==> src/rtl/uart_pkg.sv <==
// Shared types, frame constants and helpers for the buffered UART transmitter.
// UART_TX_PARITY_EN adds an even-parity bit and the PARITY state.
package uart_pkg;

    localparam int DATA_BITS = 8;

`ifdef UART_TX_PARITY_EN
    typedef enum logic [2:0] {
        IDLE   = 3'd0,
        START  = 3'd1,
        DATA   = 3'd2,
        PARITY = 3'd3,
        STOP   = 3'd4
    } state_t;
    localparam int FRAME_BITS = 11;

    function automatic logic even_parity(input logic [7:0] d);
        return ^d;
    endfunction
`else
    typedef enum logic [2:0] {
        IDLE  = 3'd0,
        START = 3'd1,
        DATA  = 3'd2,
        STOP  = 3'd4
    } state_t;
    localparam int FRAME_BITS = 10;
`endif

    function automatic int clks_per_bit(input int clk_freq, input int baud_rate);
        return clk_freq / baud_rate;
    endfunction

endpackage

==> src/rtl/uart_tx_fifo_if.sv <==
// Byte-write and status bundle of the buffered UART transmitter.
interface uart_tx_fifo_if;
    logic       i_en;
    logic [7:0] i_data;
    logic       o_tx;
    logic       o_busy;
    logic       o_full;
    logic       o_overflow;

    modport master (output i_en, i_data, input o_tx, o_busy, o_full, o_overflow);
    modport slave  (input i_en, i_data, output o_tx, o_busy, o_full, o_overflow);
endinterface

==> src/rtl/uart_byte_fifo.sv <==
// Byte FIFO with registered full/empty flags; a push while full is accepted
// only when a pop happens on the same edge.
module uart_byte_fifo #(
    parameter int DEPTH = 16
) (
    input  logic                     clk,
    input  logic                     rst_n,
    input  logic                     push,
    input  logic                     pop,
    input  logic [7:0]               wdata,
    output logic [7:0]               rdata,
    output logic                     full,
    output logic                     empty,
    output logic [$clog2(DEPTH):0]   count
);
    localparam int AW = $clog2(DEPTH);
    localparam int CW = AW + 1;

    logic [7:0]    mem_q [DEPTH];
    logic [AW-1:0] wr_ptr_q, wr_ptr_d;
    logic [AW-1:0] rd_ptr_q, rd_ptr_d;
    logic [CW-1:0] count_q, count_d;
    logic          full_q, full_d;
    logic          empty_q, empty_d;
    logic          push_ok_s;
    logic          pop_ok_s;

    assign pop_ok_s  = pop && !empty_q;
    assign push_ok_s = push && (!full_q || pop_ok_s);

    // Pointer, occupancy and flag next-state.
    always_comb begin
        wr_ptr_d = wr_ptr_q;
        rd_ptr_d = rd_ptr_q;
        count_d  = count_q;
        if (push_ok_s) begin
            wr_ptr_d = wr_ptr_q + AW'(1);
        end else begin
            wr_ptr_d = wr_ptr_q;
        end
        if (pop_ok_s) begin
            rd_ptr_d = rd_ptr_q + AW'(1);
        end else begin
            rd_ptr_d = rd_ptr_q;
        end
        case ({push_ok_s, pop_ok_s})
            2'b10:   count_d = count_q + CW'(1);
            2'b01:   count_d = count_q - CW'(1);
            default: count_d = count_q;
        endcase
        full_d  = (count_d == CW'(DEPTH));
        empty_d = (count_d == CW'(0));
    end

    // Control state registers.
    always_ff @(posedge clk or negedge rst_n) begin
        if (!rst_n) begin
            wr_ptr_q <= AW'(0);
            rd_ptr_q <= AW'(0);
            count_q  <= CW'(0);
            full_q   <= 1'b0;
            empty_q  <= 1'b1;
        end else begin
            wr_ptr_q <= wr_ptr_d;
            rd_ptr_q <= rd_ptr_d;
            count_q  <= count_d;
            full_q   <= full_d;
            empty_q  <= empty_d;
        end
    end

    // Storage is only read behind a valid pop, so it carries no reset.
    always_ff @(posedge clk) begin
        if (push_ok_s) begin
            mem_q[wr_ptr_q] <= wdata;
        end
    end

    assign rdata = mem_q[rd_ptr_q];
    assign full  = full_q;
    assign empty = empty_q;
    assign count = count_q;

endmodule

==> src/rtl/uart_tx_fifo.sv <==
// Buffered UART transmitter: byte FIFO feeding an 8N1 framer (8E1 when
// UART_TX_PARITY_EN is defined). Back-to-back FIFO entries go out gap-free.
module uart_tx_fifo #(
    parameter int CLK_FREQ   = 50_000_000,
    parameter int BAUD_RATE  = 115200,
    parameter int FIFO_DEPTH = 16
) (
    input  logic          clk,
    input  logic          rst_n,
    uart_tx_fifo_if.slave bus
);
    import uart_pkg::*;

    localparam int CPB   = clks_per_bit(CLK_FREQ, BAUD_RATE);
    localparam int CNT_W = (CPB > 1) ? $clog2(CPB) : 1;
    localparam int CW    = $clog2(FIFO_DEPTH) + 1;

    state_t            state_q, state_d;
    logic [CNT_W-1:0]  cnt_q, cnt_d;
    logic [2:0]        bit_idx_q, bit_idx_d;
    logic [7:0]        data_q, data_d;
    logic              tx_q, tx_d;
    logic              busy_q, busy_d;
    logic              ovf_q, ovf_d;
    logic              pop_s;
    logic              bit_done_s;
    logic [7:0]        fifo_rdata_s;
    logic              fifo_full_s;
    logic              fifo_empty_s;
    logic [CW-1:0]     fifo_count_s;

    uart_byte_fifo #(.DEPTH(FIFO_DEPTH)) u_fifo (
        .clk   (clk),
        .rst_n (rst_n),
        .push  (bus.i_en),
        .pop   (pop_s),
        .wdata (bus.i_data),
        .rdata (fifo_rdata_s),
        .full  (fifo_full_s),
        .empty (fifo_empty_s),
        .count (fifo_count_s)
    );

    assign bit_done_s = (cnt_q == CNT_W'(CPB - 1));

    // Framer next-state; the baud counter restarts at every bit boundary.
    always_comb begin
        state_d   = state_q;
        cnt_d     = cnt_q;
        bit_idx_d = bit_idx_q;
        data_d    = data_q;
        pop_s     = 1'b0;
        case (state_q)
            IDLE: begin
                if (!fifo_empty_s) begin
                    state_d = START;
                    pop_s   = 1'b1;
                    data_d  = fifo_rdata_s;
                    cnt_d   = CNT_W'(0);
                end else begin
                    cnt_d   = CNT_W'(0);
                end
            end
            START: begin
                if (bit_done_s) begin
                    state_d   = DATA;
                    cnt_d     = CNT_W'(0);
                    bit_idx_d = 3'd0;
                end else begin
                    cnt_d     = cnt_q + CNT_W'(1);
                end
            end
            DATA: begin
                if (bit_done_s) begin
                    cnt_d = CNT_W'(0);
                    if (bit_idx_q == 3'(DATA_BITS - 1)) begin
`ifdef UART_TX_PARITY_EN
                        state_d = PARITY;
`else
                        state_d = STOP;
`endif
                    end else begin
                        bit_idx_d = bit_idx_q + 3'd1;
                    end
                end else begin
                    cnt_d = cnt_q + CNT_W'(1);
                end
            end
`ifdef UART_TX_PARITY_EN
            PARITY: begin
                if (bit_done_s) begin
                    state_d = STOP;
                    cnt_d   = CNT_W'(0);
                end else begin
                    cnt_d   = cnt_q + CNT_W'(1);
                end
            end
`endif
            STOP: begin
                if (bit_done_s) begin
                    cnt_d = CNT_W'(0);
                    if (!fifo_empty_s) begin
                        state_d = START;
                        pop_s   = 1'b1;
                        data_d  = fifo_rdata_s;
                    end else begin
                        state_d = IDLE;
                    end
                end else begin
                    cnt_d = cnt_q + CNT_W'(1);
                end
            end
            default: begin
                state_d = IDLE;
                cnt_d   = CNT_W'(0);
            end
        endcase
    end

    // Line level and status; the line lags the state by one register stage.
    always_comb begin
        tx_d = 1'b1;
        case (state_q)
            IDLE:    tx_d = 1'b1;
            START:   tx_d = 1'b0;
            DATA:    tx_d = data_q[bit_idx_q];
`ifdef UART_TX_PARITY_EN
            PARITY:  tx_d = even_parity(data_q);
`endif
            STOP:    tx_d = 1'b1;
            default: tx_d = 1'b1;
        endcase
        busy_d = (state_q != IDLE) || (fifo_count_s != CW'(0)) || bus.i_en;
        ovf_d  = ovf_q || (bus.i_en && fifo_full_s && !pop_s);
    end

    // Framer and output registers.
    always_ff @(posedge clk or negedge rst_n) begin
        if (!rst_n) begin
            state_q   <= IDLE;
            cnt_q     <= CNT_W'(0);
            bit_idx_q <= 3'd0;
            data_q    <= 8'h00;
            tx_q      <= 1'b1;
            busy_q    <= 1'b0;
            ovf_q     <= 1'b0;
        end else begin
            state_q   <= state_d;
            cnt_q     <= cnt_d;
            bit_idx_q <= bit_idx_d;
            data_q    <= data_d;
            tx_q      <= tx_d;
            busy_q    <= busy_d;
            ovf_q     <= ovf_d;
        end
    end

    assign bus.o_tx       = tx_q;
    assign bus.o_busy     = busy_q;
    assign bus.o_full     = fifo_full_s;
    assign bus.o_overflow = ovf_q;

endmodule

==> src/flat_wrapper.sv <==
// flat-port wrapper written by rule: the top's interface ports become plain ports
module uart_tx_fifo_flat import uart_pkg::*;
#(
    parameter int CLK_FREQ   = 50_000_000,
    parameter int BAUD_RATE  = 115200,
    parameter int FIFO_DEPTH = 16
)
  (clk, rst_n, bus_i_en, bus_i_data, bus_o_tx, bus_o_busy, bus_o_full, bus_o_overflow);
  uart_tx_fifo_if bus_i ();
  input  logic clk;
  input  logic rst_n;
  input wire logic [$bits(bus_i.i_en)-1:0] bus_i_en;
  input wire logic [$bits(bus_i.i_data)-1:0] bus_i_data;
  output wire logic [$bits(bus_i.o_tx)-1:0] bus_o_tx;
  output wire logic [$bits(bus_i.o_busy)-1:0] bus_o_busy;
  output wire logic [$bits(bus_i.o_full)-1:0] bus_o_full;
  output wire logic [$bits(bus_i.o_overflow)-1:0] bus_o_overflow;
  assign bus_i.i_en = bus_i_en;
  assign bus_i.i_data = bus_i_data;
  assign bus_o_tx = bus_i.o_tx;
  assign bus_o_busy = bus_i.o_busy;
  assign bus_o_full = bus_i.o_full;
  assign bus_o_overflow = bus_i.o_overflow;
  uart_tx_fifo #(.CLK_FREQ(CLK_FREQ), .BAUD_RATE(BAUD_RATE), .FIFO_DEPTH(FIFO_DEPTH)) u_core (.clk(clk), .rst_n(rst_n), .bus(bus_i));
endmodule
==> config.mk <==
export PLATFORM = sky130hd
export DESIGN_NAME = uart_tx_fifo_flat
export DESIGN_NICKNAME = d
export VERILOG_FILES = /design/src/rtl/uart_pkg.sv /design/src/rtl/uart_tx_fifo_if.sv /design/src/rtl/uart_byte_fifo.sv /design/src/rtl/uart_tx_fifo.sv /design/src/flat_wrapper.sv
export SDC_FILE = /design/constraint.sdc
export NUM_CORES = 1
export LEC_CHECK = 0
export BUFFER_PORTS_ARGS = -buffer_cell sky130_fd_sc_hd__clkbuf_2
export CELL_PAD_IN_SITES_DETAIL_PLACEMENT = 0
export CELL_PAD_IN_SITES_GLOBAL_PLACEMENT = 1
export CORE_MARGIN = 5
export CORE_UTILIZATION = 45
export DETAILED_ROUTE_END_ITERATION = 10
export MAX_ROUTING_LAYER = met4
export PLACE_DENSITY_LB_ADDON = 0.1
export SYNTH_ARGS = -nofsm -noshare
export SYNTH_HDL_FRONTEND = slang
export SYNTH_SLANG_ARGS = --single-unit
==> constraint.sdc <==
create_clock -name clk -period 4.4 [get_ports clk]
set_input_delay 0.22 -clock clk [delete_from_list [all_inputs] [get_ports clk]]
set_output_delay 0.22 -clock clk [all_outputs]
set_load 0.05 [all_outputs]
==> results.md, run 1 <==
* First-pass GRT wire length at 22,200 um
* Status: finished, final reports clean
* PnR worst setup slack at 1.06 ns
* GPL Wtd Cong at 0.763
* Die footprint at 18,400 um^2
* # DRC at 0
* Min-delay worst type: input pin to register
* Multi-input logic area at 2100 um^2
* Reg2Reg Depth at 14
* Power per Cell Area at 484 nW/um^2
* Synth cell types at 53
* H-Tree Depth at 4
* Number of global-route vias before repair at 3,791
* Root Buffer: clkbuf_16
* WHS Path Cells at 3
* Mapped Nets at 446
* Num CTS Buffers at 17
* # diodes at 0
* WS Path Type: register to register
* Syn. warnings at 0
* Initial core utilization at 0.453
* Register area at 4870 um^2
* Seq/Total Area, Yosys at 0.685
* Count leader, synth: edfxtp_1
* Die Span X at 136 um
* DP Cell Count at 640
* Post-route insts no fill at 673
* Gr ovfl total at 0
* Clock Pin Slew Worst Setup and Hold Paths at 0.07 ns
* Top Ports at 15
* Max-slew violations at 0
* Final setup fails at 0
* Yosys top cell by area: edfxtp_1
* Synth top cells by count: edfxtp_1, dfrtp_1, mux4_2
* Skew final at 0.00967 ns
* Reg2reg start: u_core.cnt_q[1]
* Critical Path Source Type: register
* Place WS at 1.05 ns
* FP Rows at 46
* CTS Buffer Depth at 2
* Final period util at 0.759
* R2R Path End: u_core.u_fifo.full
* Worst EP required at 4.68 ns
* Vias at 3,604
* Critical Path End Type: register
* Synth top area cells: edfxtp_1, dfrtp_1, mux4_2
* Die Ht at 136 um
* Routed Antenna Nets at 0
* Worst-margin pin slew at 1.06 ns
* Dpl hpwl at 8790 um
* Layout area overhead at 12.3%
* Relative slew slack at 0.294
* FMAX at 0.299 GHz
* Largest net degree at the start of global routing at 42
* Adder-cell area share of the yosys netlist at 0.0211
* Later-pin clock latency in the skew report at 0.42 ns
* Core box area at 15,700 um^2
* Layout fillers at 1,311
* Final Hold Violating Endpoints at 0
* CTS tree: yes
* Syn_area_per_cell at 16.8 um^2
* Layout cell share with drive strength beyond 1 at 0.225
* GRT Overall Usage at 0.171
* Hold endpoint: u_core.bus.o_busy
* Initial antenna violation count at 0
* Simple-Gate Fraction of Synth Area at 0.0788
* Post-synthesis register bit count at 169
* Syn Inst Count at 423
* Reg-to-reg setup timing slack at 1.06 ns
* Top_reg_cell synth: edfxtp_1
* Via density at 5.36
* First-pass DRT Iterations at 5
* IR Drop Worst-Case VDD at 0.000249 V
* Routed WL at 14,000 um
* Nets@finish at 467
* Buffers on Ports at 14
* Yosys top cell area share at 0.540
* Initial DRC count at 250
* Setup TNS Final at 0 ns
* Hold path startpoint: bus_i_en
* Compound-Gate Fraction of Synth Area at 0.0371
* DR WL/cell at 20.8 um
* Min Tclk post-route at 3.34 ns
* Asr flop ratio synth at 0.243
* Xor-xnor portion of the synthesized cell area at 0.0220
* Worst path arrival time at 3.62 ns
* Mux contribution to synthesized area at 0.134
* Max cap viols at 0
* Pwr Total at 0.00387 W
* CP max FO at 10
* Pleak at 2.76 nW
* Largest family of logic cells by synthesized area: multiplexers
* Post-CTS sizing at 0
* Post-synth EDFFs at 128
* Sink count of the clock tree at 169
* Synthesized area at 7120 um^2
* RSZ-0062 raised after global routing: no
## routing by layer
metal	vias to the layer above	global-route usage	wire length, um	part of all wire
met5	-	-	0	0
met4	0	0.0577	165	0.012
met3	13	0.0338	347	0.025
met2	44	0.258	6750	0.48
met1	1874	0.234	6730	0.48
li1	1673	-	-	-
## layout by cell type, fill, tap and decap left out, types with 3 or more instances in the layout
master      count
nand4_1         3
and2_1          4
edfxtp_1      128
inv_8           3
clkinv_2        3
mux4_2         34
nor3_1          4
mux2i_1        19
inv_6           4
nor2_1         27
a21oi_1         3
xor2_1          4
nand2b_1        3
inv_1           9
nand2_1        30
dfrtp_1        38
nand3_1        10
nor2b_1         5
buf_4           8
clkbuf_16      17
clkbuf_2       14
o21ai_0         7
and4b_1         3
o221ai_1        8
xnor2_1        12
clkinvlp_4      3
ha_1           12
## logic make-up (layout without fill, tap and decap cells)
| group | after synthesis | in the layout |
|---|---|---|
| DFF | 169 | 169 |
| and+or+nand+nor | 106 | 106 |
| muxes | 53 | 53 |
| AOI/OAI and AO/OA | 34 | 34 |
| buffers and inverters | 32 | 66 |
| xor gates and xnor gates | 17 | 17 |
| adders and majority gates | 12 | 12 |
## repair_timing
action                                  CTS  global route
endpoints found under the setup margin    0             0
endpoints found under the hold margin    39             0
setup buffers                             0             0
hold buffers                              1             0
## through the flow
step / util / area [um^2] / hold WS [ns]
after global routing: 0.509 / 8000 / 0.0612
after global placement: 0.472 / 7420 / 0.325
after detailed placement: 0.472 / 7420 / 0.332
after floorplan: - / 7120 / -0.0756
after CTS: 0.509 / 8000 / 0.0461
final: 0.509 / 8000 / 0.0628
## how the worst max path moves through the flow
| stage | from | end | slack, ns |
|---|---|---|---|
| after floorplan | u_core.cnt_q[1] | u_core.u_fifo.full | 1.36 |
| after global placement | u_core.cnt_q[1] | u_core.u_fifo.full | 1.16 |
| after detailed placement | u_core.cnt_q[1] | u_core.u_fifo.full | 1.05 |
| after CTS | u_core.cnt_q[1] | u_core.u_fifo.full | 1.04 |
| after global routing | u_core.cnt_q[1] | u_core.u_fifo.full | 0.88 |
| final | u_core.cnt_q[1] | u_core.u_fifo.full | 1.06 |
## where the power goes
part	switching, W	internal (W)
combinational	0.000261	0.000164
clock	0.000643	0.000791
sequential	0.000119	0.00189
total	0.00102	0.00285
## registers in the layout, summed over array words and instances, names as in the netlist, 3 cells and up
signal and count:
u_core.cnt_q 9, u_core.u_fifo.wr_ptr_q 4, u_core.u_fifo.rd_ptr_q 4, u_core.u_fifo.mem_q 128
u_core.state_q 3, u_core.u_fifo.count 5, u_core.bit_idx_q 3, u_core.data_q 8
## cell type report
cell class              instances  area share
well taps                     216      0.0338
inverters                      11     0.00579
clock inverters                15      0.0175
flip-flops and latches        169       0.610
repair buffers                 23      0.0175
multi-input cells             222       0.263
clock buffers                  17      0.0532
## worst max-delay path: stages, from the launching register on
cell	delay [ns]
dfrtp_1	0.41
inv_1	0.07
ha_1	0.12
and4b_2	0.29
a41oi_2	0.19
nor2_4	0.24
inv_2	0.15
ha_1	0.33
xor2_1	0.20
ha_1	0.22
or3_1	0.31
a221oi_1	0.23
o21ai_1	0.15
xnor2_2	0.16
nor2b_1	0.13
Note: power is estimated with default switching activity, not from simulation.
==> run 2: changes to the inputs <==
==> constraint.sdc (replaced) <==
create_clock -name clk -period 3.2 [get_ports clk]
set_input_delay 0.16 -clock clk [delete_from_list [all_inputs] [get_ports clk]]
set_output_delay 0.16 -clock clk [all_outputs]
set_load 0.05 [all_outputs]
==> run 2 against run 1 <==
Wire length down 1.2%. Combinational power up 44%. Clock skew about the same. Largest cell class unchanged. Clock power up 38%. Maximum frequency up 13%. First-iteration DRC count down 23%. Register-to-register slack worse by 0.82 ns.
==> results.md, run 2 (synthesized netlist as in run 1, its figures left out) <==
* IR Drop Worst-Case VDD at 0.000360 V
* Gr ovfl total at 0
* H-Tree Depth at 4
* Initial core utilization at 0.453
* RSZ-0062 raised after global routing: no
* Buf/Inv on CP at 2
* # diodes at 0
* Critical path's top delay family: simple AND/OR/NAND/NOR gates
* Nets@finish at 478
* Worst path arrival time at 3.25 ns
* Register area at 4870 um^2
* Critical Path End Type: register
* Number of global-route vias before repair at 3,769
* Max-slew violations at 0
* FMAX at 0.338 GHz
* Final setup fails at 0
* GRT Overall Usage at 0.167
* Via density at 5.32
* Initial antenna violation count at 0
* Top Ports at 15
* Reg-to-reg setup timing slack at 0.24 ns
* Max cap viols at 0
* Critical path's slowest cell: dfrtp_1
* Die footprint at 18,400 um^2
* Skew final at 0.0101 ns
* Multi-input logic area at 2120 um^2
* Critical Path Source Type: register
* Initial DRC count at 192
* Root Buffer: clkbuf_16
* Worst EP required at 3.49 ns
* Min-delay worst type: input pin to asynchronous set/reset pin
* Worst-margin pin slew at 0.804 ns
* Critical path cell sequence: inv_1 > ha_1 > and4b_2 > nand4_4 > a21o_4 > inv_6 > ha_1 > xor2_1 > ha_1 > or3_1 > a221oi_2 > o21ai_1 > xnor2_2 > nor2b_1
* Vias at 3,638
* Routed WL at 13,800 um
* Layout cell share with drive strength beyond 1 at 0.241
* Most common cell after layout, fill and taps aside: edfxtp_1
* FP Rows at 46
* First-pass DRT Iterations at 5
* Largest net degree at the start of global routing at 38
* Commonest cells after routing, fill and taps aside: edfxtp_1, dfrtp_1, mux4_2, nand2_1, nor2_1
* Final period util at 0.926
* Post-DP Area at 7500 um^2
* Routed Antenna Nets at 0
* Status: finished, final reports clean
* R2R Path End: u_core.u_fifo.full
* Pleak at 2.83 nW
* CTS tree: yes
* CTS Buffer Depth at 2
* Max reg flops at 128
* DP Cell Count at 649
* Post-route insts no fill at 684
* Reg with most FFs: u_core.u_fifo.mem_q
* # DRC at 0
* CP max FO at 6
* Top flop regs: u_core.u_fifo.mem_q x128, u_core.cnt_q x9, u_core.data_q x8
* Setup TNS Final at 0 ns
* First-pass GRT wire length at 21,800 um
* Reg2Reg Depth at 14
* Reg2reg start: u_core.cnt_q[1]
* DR WL/cell at 20.2 um
* Core box area at 15,700 um^2
* Relative slew slack at 0.464
* GPL Wtd Cong at 0.786
* WS Path Type: register to register
* Layout area overhead at 14.0%
* Clock Pin Slew Worst Setup and Hold Paths at 0.07 ns
* CP peak stage delay at 0.41 ns
* Layout fillers at 1,311
* Die Span X at 136 um
* Buffers on Ports at 14
* Critical Path Most Common Cell: ha_1
* Final Hold Violating Endpoints at 0
* Num CTS Buffers at 17
* Die Ht at 136 um
* Power per Cell Area at 659 nW/um^2
* Later-pin clock latency in the skew report at 0.42 ns
* Min Tclk post-route at 2.96 ns
* Dpl hpwl at 9010 um
* Sink count of the clock tree at 169
* Final Cell Area at 8120 um^2
[run 2: per-stage QoR]
step | utilization | power, W | worst slack, ns | hold WS [ns]
2_1_floorplan | - | 0.00319 | 0.156 | -0.136
3_3_place_gp | 0.477 | 0.00341 | 0.223 | -0.0142
3_5_place_dp | 0.477 | 0.00342 | 0.138 | -0.0103
4_1_cts | 0.515 | 0.00539 | 0.106 | 0.0787
5_1_grt | 0.516 | 0.00558 | 0.0328 | 0.111
6_report | 0.516 | 0.00535 | 0.238 | 0.0991
[run 2: worst max-delay path by stage]
stage	start	to	slack (ns)	cells past startpoint
finish	u_core.cnt_q[1]	u_core.u_fifo.full	0.24	14
global route	u_core.cnt_q[1]	u_core.u_fifo.full	0.03	14
CTS	u_core.cnt_q[1]	u_core.u_fifo.full	0.11	14
detailed placement	u_core.cnt_q[1]	u_core.u_fifo.full	0.14	14
global placement	u_core.cnt_q[1]	u_core.u_fifo.full	0.22	14
floorplan	u_core.cnt_q[1]	u_core.u_fifo.full	0.16	15
[run 2: area by class of cell]
cell class,instances,area share
clock buffer,19,0.0533
clock inverter,13,0.0170
inverter,11,0.00570
timing repair buffer,34,0.0293
tap,216,0.0333
sequential,169,0.601
multi-input combinational,222,0.261
[run 2: where the power goes]
part | switching, W | total (W) | internal [W]
Combinational | 0.000368 | 0.000609 | 0.000241
Sequential | 0.000162 | 0.00276 | 0.00260
Clock | 0.000876 | 0.00197 | 0.00110
[run 2: worst register-to-register path, cell delays in order (launching register included)]
cell	delay [ns]
dfrtp_1	0.41
inv_1	0.07
ha_1	0.13
and4b_2	0.31
nand4_4	0.14
a21o_4	0.26
inv_6	0.08
ha_1	0.18
xor2_1	0.08
ha_1	0.22
or3_1	0.33
a221oi_2	0.21
o21ai_1	0.14
xnor2_2	0.16
nor2b_1	0.13
[run 2: layer usage]
metal,GRT usage,vias up,part of all wire
li1,-,1694,-
met1,0.227,1881,0.48
met2,0.257,48,0.48
met3,0.0338,15,0.023
met4,0.0554,0,0.011
met5,-,-,0
[run 2: repair_timing]
item                                    CTS  global route
setup buffers                             0             1
hold endpoints to repair                 42             0
hold buffers                              2             0
gates resized for setup                   0             2
endpoints found under the setup margin    0             1
==> run 3: changes to the inputs <==
--- a/config.mk
+++ b/config.mk
@@ -12,7 +12,7 @@
 export CORE_UTILIZATION = 45
 export DETAILED_ROUTE_END_ITERATION = 10
 export MAX_ROUTING_LAYER = met4
-export PLACE_DENSITY_LB_ADDON = 0.1
+export PLACE_DENSITY = 0.76
 export SYNTH_ARGS = -nofsm -noshare
 export SYNTH_HDL_FRONTEND = slang
 export SYNTH_SLANG_ARGS = --single-unit
==> run 3 against run 2 <==
Sequential power barely moved. First-iteration DRC count rose by 31%. Global-route usage fell by 0.29 points. Clock power barely moved. Power fell by 0.22%. Sequential share of layout area fell by 0.093 points. Utilization rose by 0.080 points. Sequential cell count did not move. Via count barely moved. Highest routed layer unchanged.
==> results.md, run 3 (synthesized netlist as in run 1, its figures left out) <==
* Critical path cell sequence: inv_1 > ha_1 > and4b_2 > a41oi_4 > nor2_4 > inv_4 > ha_1 > xor2_1 > ha_2 > or3_1 > a221oi_2 > o21ai_1 > xnor2_2 > nor2b_1
* Post-DP Area at 7490 um^2
* Number of global-route vias before repair at 3,771
* DR WL/cell at 19.6 um
* Die Ht at 136 um
* Buffers on Ports at 14
* Status: finished, final reports clean
* Reg2reg start: u_core.cnt_q[1]
* Skew final at 0.0121 ns
* Die footprint at 18,400 um^2
* Pleak at 2.83 nW
* Critical Path End Type: register
* # diodes at 0
* Gr ovfl total at 0
* Top Ports at 15
* Critical path's top delay family: simple AND/OR/NAND/NOR gates
* Register area at 4870 um^2
* Final setup fails at 0
* Min-delay worst type: input pin to register
* R2R Path End: u_core.u_fifo.full
* Die Span X at 136 um
* Via density at 5.30
* GRT Overall Usage at 0.165
* CTS Buffer Depth at 2
* Max cap viols at 0
* Relative slew slack at 0.497
* IR Drop Worst-Case VDD at 0.000433 V
* WP depth at 14
* GPL Wtd Cong at 0.772
* Layout area overhead at 14.2%
* # DRC at 0
* Routed Antenna Nets at 0
* Final Cell Area at 8130 um^2
* Root Buffer: clkbuf_16
* Max-slew violations at 0
* Critical Path Source Type: register
* Max reg flops at 128
* Vias at 3,637
* H-Tree Depth at 4
* First-pass DRT Iterations at 7
* Top flop regs: u_core.u_fifo.mem_q x128, u_core.cnt_q x9, u_core.data_q x8
* Reg with most FFs: u_core.u_fifo.mem_q
* Layout fillers at 1,274
* Dpl hpwl at 8460 um
* Final Hold Violating Endpoints at 0
* Initial DRC count at 252
* Final period util at 0.937
* Reg2Reg Depth at 14
* Min Tclk post-route at 3.00 ns
* Nets@finish at 480
* Most common cell after layout, fill and taps aside: edfxtp_1
* WS Path Type: register to register
* Sink count of the clock tree at 169
* Buf/Inv on CP at 2
* Worst path arrival time at 3.27 ns
* Routed WL at 13,500 um
* Core box area at 15,700 um^2
* Num CTS Buffers at 17
* Critical Path Most Common Cell: ha_1
* First-pass GRT wire length at 21,500 um
* CP max FO at 10
* Critical path's slowest cell: dfrtp_1
* Later-pin clock latency in the skew report at 0.42 ns
* Min Hold Slack at 0.175 ns
* Initial antenna violation count at 0
* CTS tree: yes
* FP Rows at 46
* CP peak stage delay at 0.40 ns
* Multi-input logic area at 2120 um^2
* Power per Cell Area at 656 nW/um^2
* Largest net degree at the start of global routing at 42
* Commonest cells after routing, fill and taps aside: edfxtp_1, dfrtp_1, mux4_2, nand2_1, nor2_1
* Layout cell share with drive strength beyond 1 at 0.245
* Initial core utilization at 0.453
* Reg-to-reg setup timing slack at 0.20 ns
* CP endpoint: u_core.u_fifo.full
* Worst-margin pin slew at 0.753 ns
* FMAX at 0.334 GHz
* Worst EP required at 3.47 ns
* Clock Pin Slew Worst Setup and Hold Paths at 0.07 ns
* CP startpoint: u_core.cnt_q[1]
run 3: cell types whose count changed in the layout (fill, tap and decap cells not counted), sizes merged:
cell	delta
clkinv	-1
buf	+2
inv	+1
run 3: report_power, final:
part           leakage (nW)  internal (W)  switching [W]
logic                 0.903      0.000247       0.000366
clock network         0.275       0.00109       0.000856
registers              1.65       0.00260       0.000171
total                  2.83       0.00394        0.00139
run 3: metrics by stage:
step	total power, W	cells	setup TNS (ns)	setup slack [ns]	utilization
after floorplan	0.00319	423	0	0.156	-
after global placement	0.00339	648	0	0.196	0.477
after detailed placement	0.00342	648	0	0.128	0.477
after CTS	0.00538	682	0	0.101	0.514
after global routing	0.00558	686	-0.000943	-0.000943	0.517
final	0.00534	686	0	0.202	0.517
run 3: area by class of cell:
class	instances	share of cell area
timing repair buffer	36	0.0311
tap	216	0.0333
clock inverter	13	0.0160
clock buffer	19	0.0533
inverter	11	0.00600
sequential	169	0.600
multi-input combinational	222	0.261
run 3: metal layers:
| layer | global-route usage | up-vias | share of wire |
|---|---|---|---|
| met5 | - | - | 0 |
| met4 | 0.0476 | 0 | 0.011 |
| met3 | 0.0416 | 8 | 0.054 |
| met2 | 0.262 | 70 | 0.52 |
| met1 | 0.211 | 1855 | 0.42 |
| li1 | - | 1704 | - |
run 3: repair_timing:
item / CTS / global route
setup buffers: 0 / 4
endpoints found under the setup margin: 0 / 2
endpoints found under the hold margin: 40 / 0
gates resized for setup: 0 / 4
hold buffers: 2 / 0
run 3: worst min-delay path by stage:
stage                   from                    endpoint  slack (ns)  depth (start not counted)
3_5_place_dp           rst_n      u_core.u_fifo.count[3]        0.27                          2
2_1_floorplan          rst_n         u_core.bit_idx_q[0]       -0.14                          0
3_3_place_gp           rst_n      u_core.u_fifo.count[2]        0.26                          2
4_1_cts        bus_i_data[6]   u_core.u_fifo.mem_q[9][6]        0.16                          1
5_1_grt        bus_i_data[6]  u_core.u_fifo.mem_q[10][6]        0.17                          1
6_report       bus_i_data[6]   u_core.u_fifo.mem_q[9][6]        0.17                          1
